<file path="src/rtl/imm_extender_if.sv">
// Bundle between the control/decode stage and the immediate generator:
// instruction bits [31:7] and format code in, registered immediate out.
interface imm_extender_if;
    logic        in_valid;
    logic [24:0] Inst;
    logic [1:0]  ImmExt;
    logic        out_valid;
    logic [31:0] Imm;

    modport master (
        output in_valid,
        output Inst,
        output ImmExt,
        input  out_valid,
        input  Imm
    );

    modport slave (
        input  in_valid,
        input  Inst,
        input  ImmExt,
        output out_valid,
        output Imm
    );
endinterface

</file>
<file path="src/rtl/imm_extender.sv">
// RV32 immediate generator: decodes I/B/S/J immediates from instr[31:7]
// and presents the sign-extended value one clock after the input is accepted.
module imm_extender (
    input  logic         clk,
    input  logic         rst_n,
    imm_extender_if.slave bus
);
    localparam logic [1:0] FMT_I = 2'b00;
    localparam logic [1:0] FMT_B = 2'b01;
    localparam logic [1:0] FMT_S = 2'b10;
    localparam logic [1:0] FMT_J = 2'b11;

    logic        sign_bit;
    logic [31:0] imm_i;
    logic [31:0] imm_b;
    logic [31:0] imm_s;
    logic [31:0] imm_j;
    logic [31:0] imm_next;
    logic [31:0] imm_reg;
    logic        valid_reg;

    // Inst[k] holds instr[k+7]; instr[31] (Inst[24]) is the sign for every format.
    assign sign_bit = bus.Inst[24];

    assign imm_i = {{20{sign_bit}}, bus.Inst[24:13]};

    assign imm_b = {{19{sign_bit}}, bus.Inst[24], bus.Inst[0],
                    bus.Inst[23:18], bus.Inst[4:1], 1'b0};

    assign imm_s = {{20{sign_bit}}, bus.Inst[24:18], bus.Inst[4:0]};

    assign imm_j = {{11{sign_bit}}, bus.Inst[24], bus.Inst[12:5],
                    bus.Inst[13], bus.Inst[23:14], 1'b0};

    always_comb begin
        imm_next = imm_i;
        case (bus.ImmExt)
            FMT_I:   imm_next = imm_i;
            FMT_B:   imm_next = imm_b;
            FMT_S:   imm_next = imm_s;
            FMT_J:   imm_next = imm_j;
            default: imm_next = imm_i;
        endcase
    end

    // Imm keeps its last value when idle; out_valid only marks fresh results.
    always_ff @(posedge clk or negedge rst_n) begin
        if (!rst_n) begin
            imm_reg   <= 32'h0;
            valid_reg <= 1'b0;
        end else begin
            valid_reg <= bus.in_valid;
            if (bus.in_valid) begin
                imm_reg <= imm_next;
            end
        end
    end

    assign bus.Imm       = imm_reg;
    assign bus.out_valid = valid_reg;
endmodule

</file>
<file path="src/flat_wrapper.sv">
// flat-port wrapper written by rule: the top's interface ports become plain ports
module imm_extender_flat 
  (clk, rst_n, bus_in_valid, bus_Inst, bus_ImmExt, bus_out_valid, bus_Imm);
  imm_extender_if bus_i ();
  input  logic clk;
  input  logic rst_n;
  input wire logic [$bits(bus_i.in_valid)-1:0] bus_in_valid;
  input wire logic [$bits(bus_i.Inst)-1:0] bus_Inst;
  input wire logic [$bits(bus_i.ImmExt)-1:0] bus_ImmExt;
  output wire logic [$bits(bus_i.out_valid)-1:0] bus_out_valid;
  output wire logic [$bits(bus_i.Imm)-1:0] bus_Imm;
  assign bus_i.in_valid = bus_in_valid;
  assign bus_i.Inst = bus_Inst;
  assign bus_i.ImmExt = bus_ImmExt;
  assign bus_out_valid = bus_i.out_valid;
  assign bus_Imm = bus_i.Imm;
  imm_extender u_core (.clk(clk), .rst_n(rst_n), .bus(bus_i));
endmodule
</file>
<file path="config.mk">
export PLATFORM = sky130hd
export DESIGN_NAME = imm_extender_flat
export DESIGN_NICKNAME = d
export VERILOG_FILES = /design/src/rtl/imm_extender_if.sv /design/src/rtl/imm_extender.sv /design/src/flat_wrapper.sv
export SDC_FILE = /design/constraint.sdc
export NUM_CORES = 1
export LEC_CHECK = 0
export ABC_AREA = 1
export CAP_MARGIN = 20
export CORE_MARGIN = 10
export CORE_UTILIZATION = 37
export DETAILED_ROUTE_END_ITERATION = 6
export HOLD_SLACK_MARGIN = 0.06
export PLACE_DENSITY = 0.82
export REMOVE_ABC_BUFFERS = 1
export SLEW_MARGIN = 20
export SYNTH_ARGS = -nofsm -noshare
export SYNTH_HDL_FRONTEND = slang
export SYNTH_SLANG_ARGS = --single-unit
export TNS_END_PERCENT = 20
</file>
<file path="constraint.sdc">
create_clock -name clk -period 0.9 [get_ports clk]
set_input_delay 0.09 -clock clk [delete_from_list [all_inputs] [get_ports clk]]
set_output_delay 0.09 -clock clk [all_outputs]
set_load 0.03 [all_outputs]
</file>
==> results.md <==
- Clk_lat worst skew: 0.30 ns
- Cts hold-fix bufs: 0
- Remaining antenna violation count after routing: 0
- Residual DRC count: 0
- Count of distinct cell types in the synthesized netlist: 13
- Maxcap violations: 0
- Antenna violations before repair: 0
- Minimum clock period: between 1 and 1.5 ns
- Cell type with the highest aggregate area in the netlist: dfrtp_1
- Routed via count: approximately 1000
- Dominant register cell in the synthesized netlist: dfrtp_1
- Reg2Reg Depth: 4
- Failing checks: negative setup slack
- CP max FO: 6
- Count of fill cells added during filler insertion: 228
- Total clock buffers created by CTS: 3
- Peak clock frequency supported by timing: around 0.9 GHz
- Non-Filler Instances: approximately 230
- Startpoint Class: register
- PnR worst setup slack: -0.236 ns
- # rows: 19
- Final Max Tran Viols: 0
- Worst-path cell chain: buf_6 -> buf_6
- DIE AREA: 0.00544 mm2
- Layout Skew: 0 ns
- I/O pin cnt: 63
- Clock Sinks: 22
- Total GRT Usage: 11.8%
- Peak supply drop: between 1 and 1.5 mV
- Root buffer cell: clkbuf_4
- Type of the worst setup path: reg2out
- Final weighted congestion in routability-driven placement: between 0.7 and 0.8
- Vias in the first global route: 1125
- Result of the run: finished with violations
- Final period utilization: 126%
- Count of buffer and inverter cells on the critical path: 2
- Post-layout utilization of the core: between 60% and 70%
- Unrepaired setup endpoints after global routing: yes
- Endpoints failing hold: 0
- Top cells by count, synth: nand2_1, dfrtp_1, nor2_1
- Yosys reg bits: 22
- Drt first-iter violations: 75
- Die height: 73.8 um
- Global-route wire length before repair: approximately 5200 um
- Maximum root-to-sink buffer count: 2
- Slowest library cell on the worst path: dfrtp_2
- Placeable core area: between 0.002 and 0.003 mm2
- Flop2flop setup slack: 0.02 ns
- Worst path top cell family by delay: flip-flops
- Number of warnings reported in the yosys synthesis log: 0
- Share of layout cells above drive strength 1: around 29%
- Seq/Total Area, Yosys: about half
- Remaining global-route overflow: 0
- Number of enable-type register cells in the synthesized netlist: 0
- Routed wire length: approximately 3400 um
- Arr. time, crit path: 1.05 ns
- Synth-to-Final Area Change: 72.3%
- Syn Inst Count: approximately 130
- WHS: between 0.1 and 0.15 ns
- Actual slew at the worst max-slew pin: around 0.21 ns
- Data required time at the worst endpoint: between 0.8 and 0.9 ns
- Initial core utilization: 38.8%
- Cell occurring most often along the worst timing path: buf_6
- Worst slew margin relative to its limit: approximately 86%
- Placed Cells incl. Taps: 220
- CTS tree: yes
- Most frequent cell after synthesis: nand2_1
- Delay of the slowest critical-path stage: between 0.4 and 0.5 ns
- Post-detail-place hpwl: 2610 um
- Routed wire length per instance: 15.0 um
- Hold crit path type: in2async
- Number of nets at the end of the flow: between 200 and 250
- Cell types occupying the most area after synthesis: dfrtp_1, nand2_1, buf_4
- # setup viols final: 33
- Leak: between 0.0009 and 0.001 uW
- Beginning of the worst register-to-register path: u_core.bus.Imm[30]$_DFFE_PN0P_
- Count of inserted antenna diode cells: 0
- Type of element capturing the critical path: output port
- Post-DR vias/cell: between 4 and 5
- Number of detailed-routing iterations run before antenna repair: 4
- Worst R2R End: u_core.bus.Imm[30]$_DFFE_PN0P_
- Maximum level of the CTS H-tree: 1
- Port-buffer cells: 62
- Clock-pin slew of the registers on the worst-case setup and hold paths: 0.13 ns
- Share of synthesized registers carrying an async set or reset: between 90% and 100%
- Avg Inst Size Synth: 7.98 um2
- Largest net degree at the start of global routing: 23
- DIE WIDTH: 73.8 um
- Area share of the largest cell type after synthesis: about half
- Pwr dens: around 1600 mW/mm2
- Synthesized area: 0.00107 mm2
## state kept, by name (all words and copies together), names as in the netlist
signal and flops:
u_core.bus.Imm 21, u_core.bus.out_valid 1
## area by class of cell
| cell class | instances | area, um2 | share of cell area [%] |
|---|---|---|---|
| timing repair buffer | 72 | 786 | 42.6 |
| clock buffer | 3 | 22.5 | 1.22 |
| clock inverter | 1 | 30.0 | 1.63 |
| multi-input combinational | 83 | 358 | 19.4 |
| tap | 31 | 38.8 | 2.10 |
| inverter | 15 | 56.3 | 3.05 |
| sequential | 22 | 552 | 29.9 |
## kinds of logic after synthesis
kind of cell | count (synthesis) | synth area share (%)
compound gates | 9 | 4.44
buf+inv | 29 | 16.0
flops | 22 | 51.5
simple gates | 74 | 28.1
## metal layers
layer,share of wire [%],GRT usage [%],vias to the layer above
met1,35,11.8,481
met5,0,0,-
met2,54,22.2,37
met3,10,5.25,0
li1,-,-,519
met4,0,1.86,0
## per-stage QoR
stage	setup TNS (ns)	total power, uW	worst slack, ns	instance area (um2)
4_1_cts	-4.10	2950	-0.219	1750
3_3_place_gp	-5.76	2090	-0.311	1620
5_1_grt	-5.50	3150	-0.286	1840
6_report	-3.99	3000	-0.236	1840
3_5_place_dp	-6.32	2120	-0.349	1620
2_1_floorplan	-21.56	1610	-1.85	955
## cells in the final DEF, fill, tap and decap left out, types with 2 or more instances in the layout
cell | netlist | routed
clkbuf_4 | 0 | 3
inv_2 | 1 | 2
a21oi_1 | 8 | 8
clkdlybuf4s50_1 | 0 | 26
buf_12 | 0 | 3
nand2_2 | 2 | 5
nor2_1 | 16 | 16
nand2_1 | 43 | 40
buf_4 | 11 | 6
inv_1 | 14 | 13
buf_6 | 0 | 34
dfrtp_1 | 22 | 21
nand3_1 | 12 | 12
dlymetal6s2s_1 | 0 | 3
## power breakdown
part	internal, uW	total [uW]	switching, uW	leakage [uW]
clock network	450	761	311	0.0000279
registers	1090	1170	81.0	0.000259
logic	506	1070	564	0.000687
total	2040	3000	956	0.000974
## worst max path at each step
| stage | slack (ns) | to | startpoint | cells past startpoint |
|---|---|---|---|---|
| final | -0.24 | bus_Imm[25] | u_core.bus.Imm[30]$_DFFE_PN0P_ | 2 |
| after global routing | -0.29 | bus_Imm[29] | u_core.bus.Imm[30]$_DFFE_PN0P_ | 2 |
| after CTS | -0.22 | bus_Imm[20] | u_core.bus.Imm[30]$_DFFE_PN0P_ | 1 |
| after detailed placement | -0.35 | u_core.bus.Imm[15]$_DFFE_PN0P_ | bus_ImmExt[1] | 6 |
| after global placement | -0.31 | u_core.bus.Imm[12]$_DFFE_PN0P_ | bus_ImmExt[1] | 6 |
| after floorplan | -1.85 | u_core.bus.Imm[30]$_DFFE_PN0P_ | u_core.bus.Imm[30]$_DFFE_PN0P_ | 2 |
## repair_timing
action	in CTS	in global routing
endpoints found under the setup margin	38	48
pin swaps	0	1
gates resized for setup	21	23
hold endpoints to repair	0	0
setup buffers	0	3
gates cloned	0	0
No activity file was read; power rests on OpenSTA's default activity.
